## src/rtl/multi_sqwave_gen.sv

```systemverilog
`default_nettype none
// ============================================================================
//  Module   : multi_sqwave_gen
//  Brief    : CH independent square-wave generators sharing one prescaler;
//             per-channel on/off times are sampled at each period boundary.
//  Revision : 1.0 - initial release
// ============================================================================
module multi_sqwave_gen #(
  parameter int CH       = 2,
  parameter int W        = 8,
  parameter int TICK_DIV = 10
) (
  input  logic            i_clk,
  input  logic            i_rst,
  input  logic            i_en,
  input  logic            i_sync,
  input  logic [CH*W-1:0] i_m,
  input  logic [CH*W-1:0] i_n,
  output logic [CH-1:0]   o_q,
  output logic [CH-1:0]   o_period_start
);

  localparam int                 c_PRE_W   = (TICK_DIV > 1) ? $clog2(TICK_DIV) : 1;
  localparam logic [c_PRE_W-1:0] c_PRE_MAX = c_PRE_W'(TICK_DIV - 1);

  typedef enum logic [1:0] {
    ST_IDLE = 2'd0,
    ST_HIGH = 2'd1,
    ST_LOW  = 2'd2
  } state_t;

  logic [c_PRE_W-1:0] r_pre;
  logic               w_tick;
  logic               w_adv;

  assign w_tick = (r_pre == c_PRE_MAX);
  assign w_adv  = w_tick & i_en & ~i_sync;

  always_ff @(posedge i_clk or posedge i_rst) begin
    if (i_rst) begin
      r_pre <= '0;
    end else if (i_sync) begin
      r_pre <= '0;
    end else if (i_en) begin
      r_pre <= w_tick ? '0 : r_pre + 1'b1;
    end
  end

  for (genvar k = 0; k < CH; k++) begin : g_ch
    state_t         r_state, w_state_nxt;
    logic [W-1:0]   r_cnt, w_cnt_nxt;
    logic [W-1:0]   r_m_s, w_m_s_nxt;
    logic [W-1:0]   r_n_s, w_n_s_nxt;
    logic [W-1:0]   w_m, w_n;
    logic           r_q, w_q_nxt;
    logic           r_ps, w_ps_nxt;
    logic           w_eval;

    assign w_m = i_m[k*W +: W];
    assign w_n = i_n[k*W +: W];

    always_comb begin
      w_state_nxt = r_state;
      w_cnt_nxt   = r_cnt;
      w_m_s_nxt   = r_m_s;
      w_n_s_nxt   = r_n_s;
      w_q_nxt     = r_q;
      w_ps_nxt    = 1'b0;
      w_eval      = 1'b0;

      if (i_sync) begin
        w_state_nxt = ST_IDLE;
        w_cnt_nxt   = '0;
        w_q_nxt     = 1'b0;
      end else if (w_adv) begin
        case (r_state)
          ST_IDLE: w_eval = 1'b1;
          ST_HIGH: begin
            if (r_cnt != r_m_s - 1'b1) begin
              w_cnt_nxt = r_cnt + 1'b1;
            end else if (r_n_s != '0) begin
              w_state_nxt = ST_LOW;
              w_cnt_nxt   = '0;
              w_q_nxt     = 1'b0;
            end else begin
              w_eval = 1'b1;
            end
          end
          ST_LOW: begin
            if (r_cnt != r_n_s - 1'b1) begin
              w_cnt_nxt = r_cnt + 1'b1;
            end else begin
              w_eval = 1'b1;
            end
          end
          default: w_state_nxt = ST_IDLE;
        endcase
      end

      // Period boundary: sample new on/off times and pick the first phase
      if (w_eval) begin
        w_m_s_nxt = w_m;
        w_n_s_nxt = w_n;
        w_cnt_nxt = '0;
        if (w_m != '0) begin
          w_state_nxt = ST_HIGH;
          w_q_nxt     = 1'b1;
          w_ps_nxt    = 1'b1;
        end else if (w_n != '0) begin
          w_state_nxt = ST_LOW;
          w_q_nxt     = 1'b0;
          w_ps_nxt    = 1'b1;
        end else begin
          w_state_nxt = ST_IDLE;
          w_q_nxt     = 1'b0;
        end
      end
    end

    always_ff @(posedge i_clk or posedge i_rst) begin
      if (i_rst) begin
        r_state <= ST_IDLE;
        r_cnt   <= '0;
        r_m_s   <= '0;
        r_n_s   <= '0;
        r_q     <= 1'b0;
        r_ps    <= 1'b0;
      end else begin
        r_state <= w_state_nxt;
        r_cnt   <= w_cnt_nxt;
        r_m_s   <= w_m_s_nxt;
        r_n_s   <= w_n_s_nxt;
        r_q     <= w_q_nxt;
        r_ps    <= w_ps_nxt;
      end
    end

    assign o_q[k]            = r_q;
    assign o_period_start[k] = r_ps;
  end

endmodule
`default_nettype wire

```

## config.mk

```make
export PLATFORM = sky130hd
export DESIGN_NAME = multi_sqwave_gen
export DESIGN_NICKNAME = d
export VERILOG_FILES = /design/src/rtl/multi_sqwave_gen.sv
export SDC_FILE = /design/constraint.sdc
export NUM_CORES = 1
export LEC_CHECK = 0
export ABC_AREA = 1
export BUFFER_PORTS_ARGS = -buffer_cell sky130_fd_sc_hd__buf_2
export CAP_MARGIN = 40
export CORE_ASPECT_RATIO = 1.5
export CORE_MARGIN = 8
export CORE_UTILIZATION = 65
export CTS_BUF_LIST = sky130_fd_sc_hd__clkbuf_16
export DETAILED_ROUTE_END_ITERATION = 10
export HOLD_SLACK_MARGIN = 0.15
export PLACE_DENSITY = 0.95
export SYNTH_ARGS = -nofsm -noshare
export SYNTH_HDL_FRONTEND = slang
export SYNTH_SLANG_ARGS = --single-unit
```

## constraint.sdc

```tcl
create_clock -name i_clk -period 6.3 [get_ports i_clk]
set_input_delay 0.945 -clock i_clk [delete_from_list [all_inputs] [get_ports i_clk]]
set_output_delay 0.945 -clock i_clk [all_outputs]
set_load 0.005 [all_outputs]
```

==> results.sh, run 1 <==
export IMPL_status="finished, final reports clean"
export IMPL_drt_pass1_iterations=5
export IMPL_worstPathRequired_ns=6.55
export IMPL_slew_headroom_pct=48.67
export IMPL_start_kind="flip-flop"
export IMPL_ys_ff_latch=60
export IMPL_start_util_pct=66.18
export IMPL_r2r_start="g_ch[0].r_m_s[0]"
export IMPL_grtUsageTotal_pct=23.18
export IMPL_period_share_pct=44.37
export IMPL_cts_setup_buffers=0
export IMPL_setup_tns_ns=0
export IMPL_cts_sinks=60
export IMPL_worst_skew_pair_late_latency_ns=0.33
export IMPL_ant_nets=0
export IMPL_timing_rr_end="g_ch[0].r_ps"
export IMPL_die_h_microns=117.6
export IMPL_area_growth_pct=9.287
export IMPL_grt_setup_unrepaired="no"
export IMPL_cts_buffers=9
export IMPL_route_detailed_drc=0
export IMPL_cts_buffer_depth=2
export IMPL_worstMarginPinSlew_ns=0.7699
export IMPL_io_pins=40
export IMPL_drv_cap=0
export IMPL_fin_area_sq_um=4888
export IMPL_cts_resized=0
export IMPL_final_cell_count_no_fill=757
export IMPL_wl_per_cell_microns=14.98
export IMPL_max_freq_ghz=0.3578
export IMPL_postCtsHoldBufs=0
export IMPL_crit_start="g_ch[0].r_m_s[0]"
export IMPL_rrSetupSlack_ns=3.50
export IMPL_syn_num_nets=697
export IMPL_multi_input_area_sq_um=2512
export IMPL_drive_gt1_share_pct=14.14
export IMPL_setup_viol=0
export IMPL_worstSetupPathType="flip-flop to flip-flop"
export IMPL_hold_violations=0
export IMPL_die_w_microns=83.73
export IMPL_cp_arrival_ns=3.04
export IMPL_gr_total_overflow=0
export IMPL_path_clk_slew_ns=0.05
export IMPL_leakagePower_nw=2.492
export IMPL_hpwl_mm=8.438
export IMPL_seq_area_sq_um=1501
export IMPL_synth_cells=643
export IMPL_grt_start_max_net_pins=61
export IMPL_port_buffers=39
export IMPL_min_period_ns=2.795
export IMPL_synth_cell_types=36
export IMPL_synth_area_leaders="dfrtp_1 34%, nand2_1 18%, inv_1 6.3%"
export IMPL_diodes=0
export IMPL_worst_slack_ns=3.505
export IMPL_clock_root_buffer="clkbuf_16"
export IMPL_hold_ws_ns=0.4920
export IMPL_num_rows=37
export IMPL_p_total_uw=921.2
export IMPL_worstHoldPathType="flip-flop to flip-flop"
export IMPL_netlist_area_sq_um=4473
export IMPL_crit_path_end_kind="flip-flop"
export IMPL_ir_drop_v=0.0001820
export IMPL_antenna_found_initial=0
export IMPL_final_core_util_pct=72.33
export IMPL_htreeDepth=3
export IMPL_dpl_cell_count=741
export IMPL_slew_violations=0
export IMPL_powerDensity_nw_per_um2=188.5
export IMPL_path_max_fanout=31
export IMPL_synth_area_leader_cell="dfrtp_1"
export IMPL_dieArea_sq_um=9847
export IMPL_final_nets=728
export IMPL_first_global_vias=4346
export IMPL_vias=4320
export IMPL_pre_cts_ws_ns=3.463
export IMPL_dpl_cell_area_sq_um=4634
export IMPL_synth_avg_cell_area_sq_um=6.957
export IMPL_core_area_sq_um=6759
export IMPL_cp_endpoint="g_ch[0].r_ps"
export IMPL_drt_iter0_markers=232
export IMPL_cts_tree="built"
export IMPL_vias_per_cell=5.707
export IMPL_finalWirelength_mm=11.34
export IMPL_nFillCells=513
export IMPL_grt_first_pass_wirelength_mm=18.93
export IMPL_ys_warn_count=0
export IMPL_synth_top_area_share_pct=33.57
export IMPL_seq_area_frac_synth_pct=33.57
export IMPL_gp_congestion=0.9554
export IMPL_fin_skew_ns=0.004604
export IMPL_rr_worst_depth=15
-- synthesized netlist by cell type --
master / count
nand3_4: 1
nor2_2: 5
o211ai_1: 1
nor3_1: 6
a21boi_4: 1
o21ai_2: 8
inv_1: 75
nand2_4: 4
clkinv_4: 1
clkbuf_1: 4
inv_2: 7
nor2_4: 3
ha_1: 18
dfrtp_1: 60
xor2_1: 17
xnor2_1: 15
o22ai_1: 1
buf_4: 10
nand3_2: 3
o21ai_1: 5
o21ai_0: 28
nand3_1: 52
nand2_1: 211
buf_6: 3
buf_2: 3
a21oi_1: 6
o21bai_1: 1
clkinv_1: 1
or2_2: 3
nor3_2: 2
nand4_1: 15
nand3b_1: 5
nor2_1: 54
nand2_2: 6
nor4_1: 7
o21a_1: 1
-- area by class of cell --
class | instances | area share, %
tap | 78 | 1.996
clock buffer | 9 | 4.607
clock inverter | 7 | 0.5887
timing repair buffer | 40 | 4.146
multi-input combinational | 479 | 51.39
inverter | 84 | 6.552
sequential | 60 | 30.71
-- cell usage in the layout, fill, tap and decap left out, types with 3 or more instances in the layout --
master / instances
nor2_4: 3
o21ai_1: 5
o21ai_0: 28
xnor2_1: 15
nand2_4: 4
nor3_1: 6
inv_2: 8
nor2_1: 54
o21ai_2: 8
nand3b_1: 5
nand3_1: 52
ha_1: 18
clkbuf_16: 9
xor2_1: 17
nand2_1: 211
inv_1: 78
buf_2: 39
nand4_1: 15
nor4_1: 7
dfrtp_1: 60
nand3_2: 3
a21oi_1: 6
nor2_2: 5
nand2_2: 6
or2_2: 3
-- power by group --
part,internal [mW],switching (mW),total (mW)
logic,0.0312,0.0557,0.0869
clock network,0.257,0.167,0.423
registers,0.396,0.0151,0.411
-- worst min path at each step --
stage / start / to / slack, ns / cells past startpoint
4_1_cts: g_ch[0].r_q / g_ch[0].r_q / 0.50 / 2
3_5_place_dp: g_ch[0].r_q / g_ch[0].r_q / 0.48 / 2
6_report: g_ch[0].r_q / g_ch[0].r_q / 0.49 / 2
2_1_floorplan: g_ch[1].r_q / g_ch[1].r_q / 0.44 / 2
5_1_grt: g_ch[0].r_q / g_ch[0].r_q / 0.53 / 2
3_3_place_gp: g_ch[0].r_q / g_ch[0].r_q / 0.47 / 2
-- worst max-delay path, stage by stage (launching register included) --
cell and delay (ns):
dfrtp_1 0.38, inv_1 0.13, ha_1 0.26, inv_1 0.06
nand2_1 0.05, nand2_1 0.07, nand3_1 0.07, nor2_1 0.11
nand3_1 0.08, nor2_1 0.19, nand4_1 0.18, nand2_2 0.13
nand2_4 0.14, inv_1 0.56, nand2_1 0.18, o21ai_0 0.12
-- sequential cells by signal (all words and copies together) (netlist names) --
register and count:
g_ch.r_n_s 16, g_ch.r_ps 2, g_ch.r_state 4, g_ch.r_m_s 16, g_ch.r_q 2, r_pre 4, g_ch.r_cnt 16
-- metal layers --
layer	global-route usage (%)	part of all wire (%)
met3	5.817	5.2
met5	0	0
met2	43.73	55
met4	14.32	4.8
met1	21.10	35
-- kinds of logic (layout without fill, tap and decap cells) --
family	Yosys count	count (layout)	synth area share [%]
and+or+nand+nor	377	377	37.87
buffers and inverters	104	140	10.27
DFF	60	60	33.57
AOI/OAI and AO/OA	52	52	6.993
xor gates and xnor gates	32	32	6.266
adders and majority gates	18	18	5.035
Note: power is estimated with default switching activity, not from simulation.
==> run 2, diff against run 1 <==
--- a/config.mk
+++ b/config.mk
@@ -5,16 +5,16 @@
 export SDC_FILE = /design/constraint.sdc
 export NUM_CORES = 1
 export LEC_CHECK = 0
-export ABC_AREA = 1
+export ABC_AREA = 0
 export BUFFER_PORTS_ARGS = -buffer_cell sky130_fd_sc_hd__buf_2
 export CAP_MARGIN = 40
 export CORE_ASPECT_RATIO = 1.5
 export CORE_MARGIN = 8
-export CORE_UTILIZATION = 65
+export CORE_UTILIZATION = 54
 export CTS_BUF_LIST = sky130_fd_sc_hd__clkbuf_16
 export DETAILED_ROUTE_END_ITERATION = 10
 export HOLD_SLACK_MARGIN = 0.15
-export PLACE_DENSITY = 0.95
+export PLACE_DENSITY = 0.86
 export SYNTH_ARGS = -nofsm -noshare
 export SYNTH_HDL_FRONTEND = slang
 export SYNTH_SLANG_ARGS = --single-unit
==> constraint.sdc (replaced) <==
create_clock -name i_clk -period 2.39 [get_ports i_clk]
set_input_delay 0.3585 -clock i_clk [delete_from_list [all_inputs] [get_ports i_clk]]
set_output_delay 0.3585 -clock i_clk [all_outputs]
set_load 0.005 [all_outputs]
==> results.sh, run 2 <==
export IMPL_cts_buffers=9
export IMPL_period_share_pct=120.1
export IMPL_die_h_microns=121.7
export IMPL_ys_ff_latch=60
export IMPL_netlist_area_sq_um=4025
export IMPL_powerDensity_nw_per_um2=426.3
export IMPL_route_detailed_drc=0
export IMPL_htreeDepth=3
export IMPL_worstSetupPathType="flip-flop to flip-flop"
export IMPL_fin_skew_ns=0.008369
export IMPL_synth_cell_types=61
export IMPL_slew_violations=0
export IMPL_min_path_cells=3
export IMPL_reg_largest_list="g_ch.r_cnt x16, g_ch.r_m_s x16, g_ch.r_n_s x16"
export IMPL_critPathBufInv=2
export IMPL_synth_avg_cell_area_sq_um=8.846
export IMPL_seq_area_frac_synth_pct=37.30
export IMPL_grt_start_max_net_pins=32
export IMPL_dieArea_sq_um=10530
export IMPL_crit_slowest_cell="dfrtp_1"
export IMPL_start_util_pct=55.70
export IMPL_finalWirelength_mm=14.92
export IMPL_clock_root_buffer="clkbuf_16"
export IMPL_dpl_cell_count=638
export IMPL_diodes=0
export IMPL_die_w_microns=86.50
export IMPL_vias_per_cell=6.331
export IMPL_synth_cells=455
export IMPL_hpwl_mm=8.066
export IMPL_cp_arrival_ns=3.08
export IMPL_grtUsageTotal_pct=24.48
export IMPL_port_buffers=39
export IMPL_core_area_sq_um=7227
export IMPL_setup_tns_ns=-13.34
export IMPL_io_pins=40
export IMPL_hold_violations=0
export IMPL_first_global_vias=4324
export IMPL_synth_area_leaders="dfrtp_1 37%, nand2_1 6.4%, xnor2_1 5.7%"
export IMPL_ir_drop_v=0.0005336
export IMPL_drv_cap=0
export IMPL_vias=4280
export IMPL_syn_num_nets=509
export IMPL_synth_area_leader_cell="dfrtp_1"
export IMPL_worst_slack_ns=-0.4796
export IMPL_layout_commonest_cell="buf_4"
export IMPL_crit_family="simple AND/OR/NAND/NOR gates"
export IMPL_synth_edff_count=0
export IMPL_synthTopCellsByCount="69 x nand2_1, 60 x dfrtp_1, 28 x inv_1, 26 x xnor2_1, 25 x nor2_1"
export IMPL_worstPathRequired_ns=2.60
export IMPL_drt_pass1_iterations=6
export IMPL_multi_input_area_sq_um=2813
export IMPL_leakagePower_nw=2.728
export IMPL_pre_cts_ws_ns=-0.1614
export IMPL_ys_warn_count=0
export IMPL_min_from="i_m[10]"
export IMPL_timing_rr_end="g_ch[1].r_cnt[5]"
export IMPL_cts_tree="built"
export IMPL_antenna_found_initial=0
export IMPL_final_cell_count_no_fill=676
export IMPL_hold_ws_ns=0.2378
export IMPL_whs_endpoint="g_ch[1].r_m_s[2]"
export IMPL_min_period_ns=2.870
export IMPL_worstHoldPathType="input pin to flip-flop"
export IMPL_grt_first_pass_wirelength_mm=20.22
export IMPL_path_cells="buf_4, nor3_1, a21oi_1, nor4b_4, o311a_1, nand3_2, buf_6, and4_4, a31oi_1, mux2i_1"
export IMPL_final_cell_mix="69 x buf_4, 58 x dfrtp_1, 40 x buf_2, 31 x nand2_1, 29 x nand2_2"
export IMPL_gp_congestion=0.9205
export IMPL_drive_gt1_share_pct=45.83
export IMPL_nFillCells=384
export IMPL_gr_total_overflow=0
export IMPL_cts_sinks=60
export IMPL_start_kind="flip-flop"
export IMPL_wl_per_cell_microns=22.08
export IMPL_cts_buffer_depth=2
export IMPL_ant_nets=0
export IMPL_num_rows=38
export IMPL_seq_area_sq_um=1504
export IMPL_synth_most_common_cell="nand2_1"
export IMPL_rr_worst_depth=10
export IMPL_grt_setup_unrepaired="yes"
export IMPL_max_freq_ghz=0.3485
export IMPL_dpl_cell_area_sq_um=4808
export IMPL_crit_path_end_kind="flip-flop"
export IMPL_final_core_util_pct=80.63
export IMPL_synth_async_reset_ratio_pct=100.0
export IMPL_drt_iter0_markers=313
export IMPL_final_nets=625
export IMPL_setup_viol=56
export IMPL_rrSetupSlack_ns=-0.48
export IMPL_area_growth_pct=44.76
export IMPL_fin_area_sq_um=5827
export IMPL_worstMarginPinSlew_ns=0.6726
export IMPL_violations="setup timing"
export IMPL_p_total_mw=2.484
export IMPL_path_clk_slew_ns=0.06
export IMPL_path_max_fanout=8
export IMPL_worst_skew_pair_late_latency_ns=0.34
export IMPL_slew_headroom_pct=54.75
export IMPL_status="finished, violations left"
export IMPL_synth_top_area_share_pct=37.30
export IMPL_synth_flop_cell="dfrtp_1"
export IMPL_cpPeakStageDelay_ns=0.40
export IMPL_r2r_start="g_ch[1].r_n_s[2]"
-- run 2: cell types whose count changed after synthesis, sizes merged, moves of 8 or more --
| cell | before | now |
|---|---|---|
| nand2 | 221 | 69 |
| inv | 82 | 28 |
| nor2 | 62 | 25 |
| nand3 | 56 | 20 |
| o21ai | 41 | 19 |
| mux2 | 0 | 17 |
| a31oi | 0 | 11 |
| nand4 | 15 | 4 |
| xnor2 | 15 | 26 |
| clkbuf | 4 | 12 |
-- run 2: how the worst max path moves through the flow --
stage / from / endpoint / cells past startpoint
2_1_floorplan: g_ch[0].r_m_s[0] / g_ch[0].r_cnt[2] / 11
3_3_place_gp: g_ch[0].r_m_s[1] / g_ch[0].r_cnt[2] / 10
3_5_place_dp: g_ch[1].r_m_s[0] / g_ch[1].r_cnt[3] / 11
4_1_cts: g_ch[0].r_m_s[1] / g_ch[0].r_n_s[0] / 10
5_1_grt: g_ch[1].r_n_s[2] / g_ch[1].r_cnt[5] / 10
6_report: g_ch[1].r_n_s[2] / g_ch[1].r_cnt[5] / 10
-- run 2: worst reg2reg max path, cell delays in order (launching register included) --
cell and delay [ns]:
dfrtp_1 0.40, buf_4 0.18, nor3_1 0.28, a21oi_1 0.21
nor4b_4 0.40, o311a_1 0.35, nand3_2 0.17, buf_6 0.18
and4_4 0.24, a31oi_1 0.22, mux2i_1 0.11
-- run 2: cells by family after synthesis --
| logic type | after synthesis | synth area share (%) |
|---|---|---|
| and+or+nand+nor | 183 | 22.72 |
| AOI/OAI and AO/OA | 80 | 13.93 |
| DFF | 60 | 37.30 |
| buffers and inverters | 52 | 5.782 |
| xor gates and xnor gates | 41 | 8.921 |
| muxes | 21 | 5.751 |
| adders and majority gates | 18 | 5.595 |
-- run 2: layout make-up --
type                            count  area share (%)
Clock inverter                      7          0.9233
Inverter                           28           1.804
Tap cell                          100           2.147
Timing Repair Buffer              128           17.18
Sequential cell                    60           25.81
Clock buffer                        9           3.865
Multi-Input combinational cell    344           48.27
-- run 2: power breakdown --
part           internal, mW  leakage, nW  total [mW]  switching (mW)
combinational         0.105         1.80       0.222           0.117
clock                 0.703        0.128        1.21           0.510
sequential             1.03        0.801        1.05          0.0185
-- run 2: repair_timing --
action                                 4_1_cts  5_1_grt
endpoints found under the hold margin       25        0
resized for setup                           43       93
setup buffers                               10        6
pin swaps                                   16       47
setup endpoints to repair                   54       56
cloned                                       3        4
hold buffers                                 1        0
-- run 2: per-layer routing --
metal | routed length (microns) | share of wire [%] | GRT usage (%)
met1 | 4851 | 33 | 22.76
met2 | 7793 | 52 | 43.88
met3 | 995 | 6.7 | 5.327
met4 | 1282 | 8.6 | 21.43
met5 | 0 | 0 | 0
